## config.mk

```make
export PLATFORM = sky130hd
export DESIGN_NAME = ahb_fifo_io_slave
export DESIGN_NICKNAME = d
export VERILOG_FILES = /design/src/rtl/ahb_fifo_io_slave.sv
export SDC_FILE = /design/constraint.sdc
export NUM_CORES = 1
export LEC_CHECK = 0
export CAP_MARGIN = 20
export CORE_AREA = 5 5 409 411
export CTS_BUF_LIST = sky130_fd_sc_hd__clkbuf_2 sky130_fd_sc_hd__clkbuf_4 sky130_fd_sc_hd__clkbuf_8
export DETAILED_ROUTE_END_ITERATION = 7
export DIE_AREA = 0 0 414 416
export SKIP_CTS_REPAIR_TIMING = 1
export SLEW_MARGIN = 5
export SYNTH_ARGS = -nofsm -noshare
export SYNTH_HDL_FRONTEND = slang
export SYNTH_SLANG_ARGS = --single-unit
export TNS_END_PERCENT = 30
```

## constraint.sdc

```tcl
create_clock -name HCLK -period 33.3 [get_ports HCLK]
set_clock_uncertainty 0.1 [all_clocks]
set_input_delay 6.66 -clock HCLK [delete_from_list [all_inputs] [get_ports HCLK]]
set_output_delay 6.66 -clock HCLK [all_outputs]
set_load 0.005 [all_outputs]
```

## src/rtl/ahb_fifo_io_slave.sv

```systemverilog
// rtl/ahb_fifo_io_slave.sv - AHB-Lite slave bridging 32-bit bus words to the crypto core's 128-bit FIFOs
module ahb_fifo_io_slave (
  input  logic         HCLK,
  input  logic         HRESETn,
  input  logic         HSELx,
  input  logic [1:0]   HTRANS,
  input  logic [31:0]  HADDR,
  input  logic         HWRITE,
  input  logic [31:0]  HWDATA,
  input  logic [2:0]   HBURST,
  input  logic [2:0]   HSIZE,
  input  logic [3:0]   HPROT,
  input  logic [7:0]   status,
  input  logic [127:0] data_in,
  input  logic         tx_enq,
  input  logic         rcv_deq,
  input  logic         fix_error,
  output logic [31:0]  HRDATA,
  output logic         HREADY,
  output logic [1:0]   HRESP,
  output logic         is_encrypt_pulse,
  output logic         is_decrypt_pulse,
  output logic         key_in,
  output logic [127:0] rcv_fifo_out,
  output logic         tx_fifo_full,
  output logic         tx_fifo_empty,
  output logic         rcv_fifo_full,
  output logic         rcv_fifo_empty,
  output logic         framing_error
);

  typedef enum logic [1:0] {RESP_OKAY, RESP_ERR1, RESP_ERR2} resp_state_t;

  localparam logic [1:0] TRANS_IDLE   = 2'b00;
  localparam logic [1:0] TRANS_NONSEQ = 2'b10;

  resp_state_t resp_state;

  // Burst/size/protection carry no meaning here; every access is a 32-bit word.
  logic unused_inputs;
  assign unused_inputs = ^{HBURST, HSIZE, HPROT};

  // Address decode
  logic [7:0] addr_lo;
  logic       hi_zero, in_tx;
  logic       dec_status, dec_enc, dec_dec, dec_key, dec_data, dec_tx, dec_legal;
  logic       xfer, nonseq, burst_end;

  assign addr_lo    = HADDR[7:0];
  assign hi_zero    = (HADDR[31:8] == 24'd0);
  assign in_tx      = (addr_lo >= 8'h80) && (addr_lo <= 8'hDF);
  assign dec_status = hi_zero & (addr_lo == 8'h00) & ~HWRITE;
  assign dec_enc    = hi_zero & (addr_lo == 8'h04) &  HWRITE;
  assign dec_dec    = hi_zero & (addr_lo == 8'h08) &  HWRITE;
  assign dec_key    = hi_zero & (addr_lo[7:4] == 4'h1) & HWRITE;
  assign dec_data   = hi_zero & (addr_lo[7:6] == 2'b01) & HWRITE;
  assign dec_tx     = hi_zero & in_tx & ~HWRITE;
  assign dec_legal  = dec_status | dec_enc | dec_dec | dec_key | dec_data | dec_tx;

  assign xfer      = HSELx & HTRANS[1] & HREADY;
  assign nonseq    = (HTRANS == TRANS_NONSEQ);
  // A write burst is over once the bus starts something new or goes quiet.
  assign burst_end = HREADY & (~HSELx | (HTRANS == TRANS_IDLE) | nonseq);

  // Receive FIFO state
  logic [127:0] rx_mem [0:3];
  logic [3:0]   rx_tag;
  logic [1:0]   rx_wr_ptr, rx_rd_ptr;
  logic [2:0]   rx_count;

  // Transmit FIFO state
  logic [127:0] tx_mem [0:7];
  logic [2:0]   tx_wr_ptr, tx_rd_ptr;
  logic [3:0]   tx_count;

  assign rcv_fifo_full  = (rx_count == 3'd4);
  assign rcv_fifo_empty = (rx_count == 3'd0);
  assign tx_fifo_full   = (tx_count == 4'd8);
  assign tx_fifo_empty  = (tx_count == 4'd0);
  assign rcv_fifo_out   = rcv_fifo_empty ? 128'd0 : rx_mem[rx_rd_ptr];
  assign key_in         = ~rcv_fifo_empty & rx_tag[rx_rd_ptr];

  // Write packing / read streaming state
  logic [1:0]  wcnt, wcnt_inc, cnt_after;
  logic [1:0]  rcnt, rd_idx;
  logic [95:0] pack_buf;
  logic        dp_wr, dp_key;
  logic        rx_push_req, rx_push, rx_pop, rx_overflow, partial_drop;
  logic        tx_push, tx_pop;
  logic [127:0] tx_head;
  logic [31:0] tx_word;

  assign wcnt_inc     = wcnt + 2'd1;
  assign cnt_after    = dp_wr ? wcnt_inc : wcnt;
  assign partial_drop = burst_end & (cnt_after != 2'd0);
  assign rx_push_req  = dp_wr & (wcnt == 2'd3);
  assign rx_push      = rx_push_req & ~rcv_fifo_full;
  assign rx_overflow  = rx_push_req & rcv_fifo_full;
  assign rx_pop       = rcv_deq & ~rcv_fifo_empty;

  assign rd_idx  = nonseq ? 2'd0 : rcnt;
  assign tx_push = tx_enq & ~tx_fifo_full;
  assign tx_pop  = xfer & dec_tx & (rd_idx == 2'd3) & ~tx_fifo_empty;
  assign tx_head = tx_mem[tx_rd_ptr];

  // Select the 32-bit slice of the TX head for the current read beat, MSW first
  always_comb begin
    tx_word = 32'd0;
    case (rd_idx)
      2'd0: tx_word = tx_head[127:96];
      2'd1: tx_word = tx_head[95:64];
      2'd2: tx_word = tx_head[63:32];
      default: tx_word = tx_head[31:0];
    endcase
  end

  // Response FSM: two-cycle ERROR for illegal accesses, otherwise zero-wait OKAY
  always_ff @(posedge HCLK or negedge HRESETn) begin
    if (!HRESETn) begin
      resp_state <= RESP_OKAY;
      HREADY     <= 1'b1;
      HRESP      <= 2'd0;
    end else begin
      case (resp_state)
        RESP_ERR1: begin
          resp_state <= RESP_ERR2;
          HREADY     <= 1'b1;
          HRESP      <= 2'd1;
        end
        default: begin
          if (xfer && !dec_legal) begin
            resp_state <= RESP_ERR1;
            HREADY     <= 1'b0;
            HRESP      <= 2'd1;
          end else begin
            resp_state <= RESP_OKAY;
            HREADY     <= 1'b1;
            HRESP      <= 2'd0;
          end
        end
      endcase
    end
  end

  // Address-phase actions: command strobes, read data, read counter, pending write flags
  always_ff @(posedge HCLK or negedge HRESETn) begin
    if (!HRESETn) begin
      is_encrypt_pulse <= 1'b0;
      is_decrypt_pulse <= 1'b0;
      HRDATA           <= 32'd0;
      rcnt             <= 2'd0;
      dp_wr            <= 1'b0;
      dp_key           <= 1'b0;
    end else begin
      is_encrypt_pulse <= xfer & dec_enc;
      is_decrypt_pulse <= xfer & dec_dec;
      dp_wr            <= xfer & (dec_key | dec_data);
      dp_key           <= dec_key;
      if (xfer) begin
        rcnt <= dec_tx ? (rd_idx + 2'd1) : 2'd0;
      end
      if (xfer && dec_status) begin
        HRDATA <= {24'd0, status};
      end else if (xfer && dec_tx) begin
        HRDATA <= tx_fifo_empty ? 32'd0 : tx_word;
      end
    end
  end

  // Data-phase packing of key/data words and the sticky framing error
  always_ff @(posedge HCLK or negedge HRESETn) begin
    if (!HRESETn) begin
      wcnt          <= 2'd0;
      pack_buf      <= 96'd0;
      framing_error <= 1'b0;
    end else begin
      if (dp_wr) begin
        case (wcnt)
          2'd0: pack_buf[95:64] <= HWDATA;
          2'd1: pack_buf[63:32] <= HWDATA;
          2'd2: pack_buf[31:0]  <= HWDATA;
          default: ;
        endcase
      end
      if (burst_end) begin
        wcnt <= 2'd0;
      end else if (dp_wr) begin
        wcnt <= wcnt_inc;
      end
      framing_error <= (framing_error & ~fix_error) | partial_drop | rx_overflow;
    end
  end

  // RX FIFO pointers and occupancy
  always_ff @(posedge HCLK or negedge HRESETn) begin
    if (!HRESETn) begin
      rx_wr_ptr <= 2'd0;
      rx_rd_ptr <= 2'd0;
      rx_count  <= 3'd0;
    end else begin
      if (rx_push) rx_wr_ptr <= rx_wr_ptr + 2'd1;
      if (rx_pop)  rx_rd_ptr <= rx_rd_ptr + 2'd1;
      rx_count <= rx_count + {2'b00, rx_push} - {2'b00, rx_pop};
    end
  end

  // RX FIFO storage; the 4th word goes straight from HWDATA into the entry
  always_ff @(posedge HCLK) begin
    if (rx_push) begin
      rx_mem[rx_wr_ptr] <= {pack_buf, HWDATA};
      rx_tag[rx_wr_ptr] <= dp_key;
    end
  end

  // TX FIFO pointers and occupancy
  always_ff @(posedge HCLK or negedge HRESETn) begin
    if (!HRESETn) begin
      tx_wr_ptr <= 3'd0;
      tx_rd_ptr <= 3'd0;
      tx_count  <= 4'd0;
    end else begin
      if (tx_push) tx_wr_ptr <= tx_wr_ptr + 3'd1;
      if (tx_pop)  tx_rd_ptr <= tx_rd_ptr + 3'd1;
      tx_count <= tx_count + {3'b000, tx_push} - {3'b000, tx_pop};
    end
  end

  // TX FIFO storage
  always_ff @(posedge HCLK) begin
    if (tx_push) begin
      tx_mem[tx_wr_ptr] <= data_in;
    end
  end

endmodule

```

; ---- Word-level counts from Yosys, hierarchy flattened
; Memories as Yosys holds them, arrays and structs flattened.
; Cells that the tools add are included.
[word_totals]
input_bits = 219
mem_count = 2
mem_bits_rw = 1536
output_inout_bits = 171
elab_cells = 139
ff_bits = 163
[op_classes]
eq_ne = 14
n_lt_le_gt_ge = 5
add_sub_neg = 10
n_reduce_logical = 18
n_mux = 23
bitwise_logic = 46
[memory_table]
columns = memory, depth, width, read_ports, rd_ports_with_merged_regs, wr, line_no
row1 = tx_mem, 8, 128, 1, 0, 1, 72  ; logic [127:0] tx_mem [0:7];
row2 = rx_mem, 4, 128, 1, 0, 1, 66  ; logic [127:0] rx_mem [0:3];
[op_table]
columns = op, n
row1 = two-way mux 128 bit, 1
row2 = two-way mux 32 bit, 3
row3 = case mux 32 bit (3 select lines), 1
row4 = AND 1 bit, 29
row5 = zero test 24 bit, 1
row6 = == test 2 bit (second input constant), 5
row7 = two-way mux 1 bit, 10
row8 = two-way mux 2 bit, 5
row9 = bitwise OR 1 bit, 10
row10 = adder 2 x 1 -> 2 bit (second input constant), 4
row11 = == test 2 x 1 -> 1 bit (second input constant), 4
row12 = == test 8 x 3 -> 1 bit (second input constant), 1
row13 = == test 8 x 4 -> 1 bit (second input constant), 1
row14 = greater-or-equal comparator 8 bit (second input constant), 1
row15 = <= comparator 8 bit (second input constant), 1
row16 = zero test 8 bit, 1
row17 = inverter 1 bit, 7
row18 = adder 3 x 1 -> 3 bit (second input constant), 2
row19 = zero test 2 bit, 3
row20 = < comparator 2 x 3 -> 1 bit (second input constant), 2
row21 = AND reduction 2 bit, 3
row22 = logical AND 1 bit, 5
row23 = adder 4 x 1 -> 4 bit, 1
row24 = bitwise mux 4 bit, 1
row25 = 13 further kinds, 14

; ---- Logic depth before layout (Yosys ltp)
; Gate-level depths: netlist of run 1.
[depth]
ltp_word = 12
depth_mapped = 12
mapped_depth_nobuf = 12

; ---- Worst setup path after synthesis of run 1
; OpenSTA, ideal clock, no wires.
[synth_timing]
path_kind = input -> register
from = in tx_enq
to = mem tx_mem[0][0], enable pin
setup_ps = 772
required_ps = 32428
t_arrival_ps = 15713
path_stages = 3
path_slack_ps = 16716
path_buffers = 0
cell_sequence = nor2b_1 > nand2b_1 > nor3_1
[synth_via]
elab_chain_len = 3
[synth_rtl]
columns = item, line_no
row1 = "start, declared", 15  ; input logic tx_enq,
row2 = AND 1 bit, 102  ; assign tx_push = tx_enq & ~tx_fifo_full;
row3 = two-way mux 1 bit, 230  ; if (tx_push) begin
row4 = two-way mux 1 bit (implied by the code), 231  ; tx_mem[tx_wr_ptr] <= data_in;
row5 = "end, declared", 72
; No other way between the ends.

; ---- Worst setup path after layout of run 1
[layout_timing]
from = reg rx_rd_ptr[0]
to = out rcv_fifo_out[96]
[layout_via]
elab_chain_len = 2
[layout_rtl]
columns = item, line_no
row1 = "start, declared", 68  ; logic [1:0] rx_wr_ptr, rx_rd_ptr;
row2 = "start signal, assigned", 202  ; if (rx_pop) rx_rd_ptr <= rx_rd_ptr + 2'd1;
row3 = memory (4 x 128 bit), n/a
row4 = two-way mux 128 bit, 80  ; assign rcv_fifo_out = rcv_fifo_empty ? 128'd0 : rx_mem[rx_rd_ptr];
row5 = "end, declared", 24  ; output logic [127:0] rcv_fifo_out,
; No other way between the ends.

==> results.yml, run 1 <==
run_status:
  status: "finished clean"
power_and_ir_drop:
  power.leakage_nw: 24.8
  peakVddDrop_uv: 43.0
  power_density_nw_per_um2: 69.9
  total_power_mw: 5.40
finish:
  fin_nets: 3858
  finalNonFillerCells: 6044
  fin_util_pct: 47.2
  syn2layout_area_growth_pct: 19.2
  layout-drive-gt1-share_pct: 28.1
  final.fill_count: 13800
synth:
  synth_simple_gate_area_share_pct: 3.26
  synth_most_common_cell: "edfxtp_1"
  synth_top_family_by_area: "multiplexers"
  yosysWarnings: 0
  ys_ff_latch: 1698
  synth_area_leaders: "edfxtp_1 (71%), mux4_2 (12%), dfrtp_1 (6.1%), mux2_2 (2.7%), nor2b_1 (1.3%)"
  synth_top_area_share_pct: 71.3
  syn_nets: 3283
  yosys.area.top_type: "edfxtp_1"
  ys.flop_type: "edfxtp_1"
  synth_cells: 3039
  synth_edf_count: 1540
  synthTopCellsByCount: "edfxtp_1 (1,540), mux4_2 (354), nand2_1 (173)"
  syn_avg_cell_area_um2: 21.3
  async_flop_share_pct: 9.31
  synthXorXnorAreaFrac_pct: 0.162
  yosysSeqAreaShare_pct: 77.4
  ys_types: 45
  syn-cell-area_um2: 64900
  synthAdderAreaFrac_pct: 0.505
  synth-compound-area-share_pct: 1.52
  synth.area.mux_share_pct: 15.9
detailed_routing:
  drt-pass1-iter-count: 7
  drt-initial-drc-count: 2180
  vias: 31400
  ant_nets: 0
  drc_errors: 0
  routed_wl_um: 154000
  routedWlPerCell_um: 25.5
  vias_per_cell: 5.20
sta:
  fin_crit_sh_pct: 33.6
  fmax_mhz: 89.4
  tightest_slew_ps: 1200
  setup_ws_ps: 22120
  finalCriticalPeriod_ps: 11180
  setup_viol: 0
  setup_tns_ps: 0
  maxSlewViolCount: 0
  max_slew_margin_pct: 19.8
  rsz0062_at_grt: "no"
  final-hold-violation-count: 0
place:
  post-place-ws_ps: 22400
  dp_hpwl_um: 86500
  dp_cells: 5503
  gp_congestion: 0.747
  port_buffers: 378
die:
  rows: 149
  start_util_pct: 39.6
  ios: 390
  core_um2: 164000
  die_x_um: 414
  die_h_um: 416
  fp.dieArea_um2: 172000
clock_network:
  cts_made_buffers: 298
  cts_tree: "done"
  root_buffer: "clkbuf_8"
  clockBufferDepth: 4
  clk_latency_ps: 1000
  clkTransAtPathRegs_ps: 60
  htreeDepth: 5
  cts_sinks: 1698
grt:
  antenna_found_initial: 38
  grtUsageTotal_pct: 17.7
  grt.overflow.total: 0
  grt_pass1_vias: 33400
  grt_pass1_wl_um: 226000
  grt_max_degree: 117
critical_path:
  crit_arrival_ps: 4420
  reg2reg_depth: 9
  startpoint_type: "flop"
  worstPathRequired_ps: 26540
  crit_type: "flop to output port"
  cp_max_fo: 41
  critPathCaptureType: "output port"
job:
  maxCapViolCount: 0
worst_hold_path:
  min_path_type: "flop to flop"
  hold_path_depth: 0
-- metal layers --
metal	track usage, %	vias to the layer above	share of wire [%]
met5	0	-	0.12
met4	6.01	26	2.8
met3	5.29	271	7.0
met2	28.9	1009	49
met1	22.9	16500	41
li1	-	13600	-
-- kinds of logic after synthesis --
logic type,Yosys count
adder cells (fa/ha/maj),25
AO/OA/AOI/OAI,126
AND/OR/NAND/NOR,424
multiplexers,571
other,1
XOR/XNOR,12
flip-flops,1698
buffers and inverters,182
-- per-stage QoR --
| step | area (µm²) | hold WS, ps |
|---|---|---|
| after floorplan | 64900 | 355 |
| after global placement | 71300 | 377 |
| after detailed placement | 71300 | 389 |
| after CTS | 77300 | 369 |
| after global routing | 77300 | 390 |
| final | 77300 | 362 |
-- sequential cells by signal, indices dropped and copies added, names as in the netlist, 2 cells and up --
name and cells:
HRDATA 32, pack_buf 96, rcnt 2, resp_state 2, rx_count 3, rx_mem 512, rx_rd_ptr 2, rx_tag 4
rx_wr_ptr 2, tx_count 4, tx_mem 1024, tx_rd_ptr 3, tx_wr_ptr 3, wcnt 2
-- path summary, 6_finish.rpt --
| kind | start | end | slack [ps] |
|---|---|---|---|
| hold reg to reg | pack_buf[79]$_DFFE_PN0P_ | rx_mem[3][111]$_DFFE_PP_ | 360 |
| setup reg to reg | tx_count[2]$_DFF_PN0_ | tx_mem[0][90]$_DFFE_PP_ | 28860 |
| min in group asynchronous | HRESETn | pack_buf[77]$_DFFE_PN0P_ | 5580 |
| max in group asynchronous | HRESETn | rx_rd_ptr[1]$_DFFE_PN0P_ | 25130 |
| hold / removal | pack_buf[79]$_DFFE_PN0P_ | rx_mem[3][111]$_DFFE_PP_ | 360 |
| setup / recovery | rx_rd_ptr[0]$_DFFE_PN0P_ | rcv_fifo_out[96] | 22120 |
-- final cells by class --
| cell class | count | area [µm²] | share of cell area, % |
|---|---|---|---|
| Tap cell | 2189 | 2740 | 3.54 |
| Antenna cell | 17 | 42.5 | 0.0550 |
| Inverter | 22 | 82.6 | 0.107 |
| Timing Repair Buffer | 435 | 4290 | 5.55 |
| Clock inverter | 77 | 586 | 0.757 |
| Multi-Input combinational cell | 1159 | 14000 | 18.1 |
| Clock buffer | 447 | 5390 | 6.97 |
| Sequential cell | 1698 | 50200 | 65.0 |
-- where the power goes --
| part | switching [mW] | leakage (nW) | internal (mW) |
|---|---|---|---|
| combinational | 0.453 | 5.78 | 0.447 |
| clock | 0.808 | 3.18 | 1.10 |
| sequential | 0.0590 | 15.9 | 2.54 |
-- critical path, stage by stage, from the launching register on --
cell and delay, ps:
dfrtp_4 530, buf_4 670, buf_4 840, mux4_2 590
nor2b_1 140, clkdlybuf4s50_1 610
-- cells in the final DEF, fill, tap and decap left out, types with 5 or more instances in the layout --
cell type        instances
clkinv_2                22
nor2b_1                133
bufinv_16                9
clkinv_1                38
clkdlybuf4s50_1        377
nand2b_1                 5
buf_4                   51
nand2_1                170
mux2_2                 154
clkinvlp_4               6
a31o_1                   8
buf_12                   6
mux2i_1                 63
edfxtp_1              1540
diode_2                 17
dfrtp_1                152
inv_1                   21
dfrtp_4                  5
a32o_1                  24
nand3_1                 67
nor2_4                   6
xnor2_1                  8
nor2_1                   6
o2111ai_1               31
a22o_1                  10
clkbuf_4               122
clkbuf_8               326
mux4_2                 354
a22oi_1                  7
ha_1                    22
and2_1                   5
a21oi_1                 34
nor4_1                   6
No activity file was read; power rests on OpenSTA's default activity.
==> inputs of run 2 (changes only) <==
==> constraint.sdc (replaced) <==
create_clock -name HCLK -period 9.85 [get_ports HCLK]
set_clock_uncertainty 0.1 [all_clocks]
set_input_delay 1.97 -clock HCLK [delete_from_list [all_inputs] [get_ports HCLK]]
set_output_delay 1.97 -clock HCLK [all_outputs]
set_load 0.005 [all_outputs]
==> results.yml, run 2 (synthesis gave the netlist of run 1 again) <==
clock_network:
  htreeDepth: 5
  cts_tree: "done"
  clockBufferDepth: 4
  clk_latency_ps: 950
  root_buffer: "clkbuf_8"
  clkTransAtPathRegs_ps: 60
  cts_sinks: 1698
  cts_made_buffers: 294
detailed_routing:
  drt-initial-drc-count: 2386
  vias_per_cell: 5.23
  drc_errors: 0
  drt-pass1-iter-count: 5
  routed_wl_um: 155000
  routedWlPerCell_um: 25.7
  ant_nets: 0
  vias: 31500
critical_path:
  critPathMaxStageDelay_ps: 990
  crit_buf_inv: 2
  startpoint_type: "flop"
  crit_type: "flop to output port"
  slowest_stage: "dfrtp_4"
  cp_max_fo: 92
  timing.critical_path.cells: "buf_12 -> mux4_2 -> nor2b_1 -> clkdlybuf4s50_1"
  worstPathRequired_ps: 7780
  critPathCaptureType: "output port"
  crit_arrival_ps: 4060
  cpLargestDelayFamily: "buffers and inverters"
grt:
  grt.overflow.total: 0
  grt_pass1_vias: 33100
  grt_max_degree: 121
  gr-usage-met3_pct: 5.29
  grt_pass1_wl_um: 227000
  grtUsageTotal_pct: 17.8
  antenna_found_initial: 43
  use_met2_pct: 29.0
  gr-usage-met1_pct: 23.6
  busiest_layer: "met2"
sta:
  whs_ps: 366
  setup_ws_ps: 3720
  rsz0062_at_grt: "no"
  fmax_mhz: 163
  max_slew_margin_pct: 31.9
  finalCriticalPeriod_ps: 6130
  tightest_slew_ps: 1020
  final-hold-violation-count: 0
  setup_viol: 0
  fin_crit_sh_pct: 62.3
  maxSlewViolCount: 0
place:
  dp_hpwl_um: 86300
  post-place-ws_ps: 4230
  placed_area_um2: 71300
  gp_congestion: 0.733
  dp_cells: 5500
  port_buffers: 378
power_and_ir_drop:
  power_density_nw_per_um2: 235
  seqPwrFrac_pct: 48.7
  p_int_mw: 13.6
  power.leakage_nw: 24.7
  net-switching-power_mw: 4.46
  combinationalPowerShare_pct: 16.7
  switching_share_pct: 24.7
  p_clk_share_pct: 34.6
  peakVddDrop_uv: 174
die:
  core_um2: 164000
  fp.dieArea_um2: 172000
  die_x_um: 414
  ios: 390
  start_util_pct: 39.6
  rows: 149
  die_h_um: 416
finish:
  finalNonFillerCells: 6020
  regMostFlops: "tx_mem"
  reg_top3: "tx_mem x1024, rx_mem x512, pack_buf x96"
  fin_nets: 3851
  layout-drive-gt1-share_pct: 27.5
  layout.cells.most_common_list: "edfxtp_1 (1,540), clkdlybuf4s50_1 (377), mux4_2 (354)"
  largest_register_ffs: 1024
  final.fill_count: 13900
  final_common_cell: "edfxtp_1"
  finalInstanceArea_um2: 77100
  syn2layout_area_growth_pct: 18.8
worst_hold_path:
  min_path_type: "flop to flop"
run_status:
  status: "finished clean"
job:
  maxCapViolCount: 0
-- run 2: cell type report --
class                           instances  area [µm²]  share of cell area, %
Antenna cell                           18        45.0                 0.0584
Multi-Input combinational cell       1159       14000                   18.1
Inverter                               22        82.6                  0.107
Timing Repair Buffer                  432        4290                   5.57
Clock buffer                          422        5180                   6.72
Sequential cell                      1698       50200                   65.2
Tap cell                             2189        2740                   3.55
Clock inverter                         80         533                  0.692
-- run 2: power by group through the flow --
stage / clock network [mW] / logic [mW] / registers (mW)
2_1_floorplan: 0 / 1.58 / 8.95
5_1_grt: 6.80 / 3.26 / 8.87
3_5_place_dp: 0 / 3.12 / 8.96
3_3_place_gp: 0 / 3.12 / 8.93
6_report: 6.26 / 3.02 / 8.81
4_1_cts: 6.45 / 3.13 / 8.82
-- run 2: per-layer routing --
metal	share of wire, %	wire, µm
met1	42	64300
met2	49	75300
met3	7.5	11600
met4	2.2	3330
met5	0.077	119
-- run 2: worst paths after layout --
kind | cells past startpoint | end | start | slack, ps
worst max register to register | 7 | HRDATA[22]$_DFFE_PN0P_ | tx_rd_ptr[1]$_DFFE_PN0P_ | 5480
worst min-delay path | 0 | rx_mem[3][99]$_DFFE_PP_ | pack_buf[67]$_DFFE_PN0P_ | 370
worst min register to register | 0 | rx_mem[3][99]$_DFFE_PP_ | pack_buf[67]$_DFFE_PN0P_ | 370
min in group asynchronous | 1 | HRDATA[14]$_DFFE_PN0P_ | HRESETn | 1010
max in group asynchronous | 2 | pack_buf[52]$_DFFE_PN0P_ | HRESETn | 7210
worst max-delay path | 4 | rcv_fifo_out[8] | rx_rd_ptr[0]$_DFFE_PN0P_ | 3720
-- run 2: stage by stage --
stage	setup TNS [ps]	power, mW	utilization (%)
2_1_floorplan	-259020	10.5	-
3_3_place_gp	0	12.1	43.6
3_5_place_dp	0	12.1	43.6
4_1_cts	0	18.4	47.1
5_1_grt	0	18.9	47.1
6_report	0	18.1	47.1
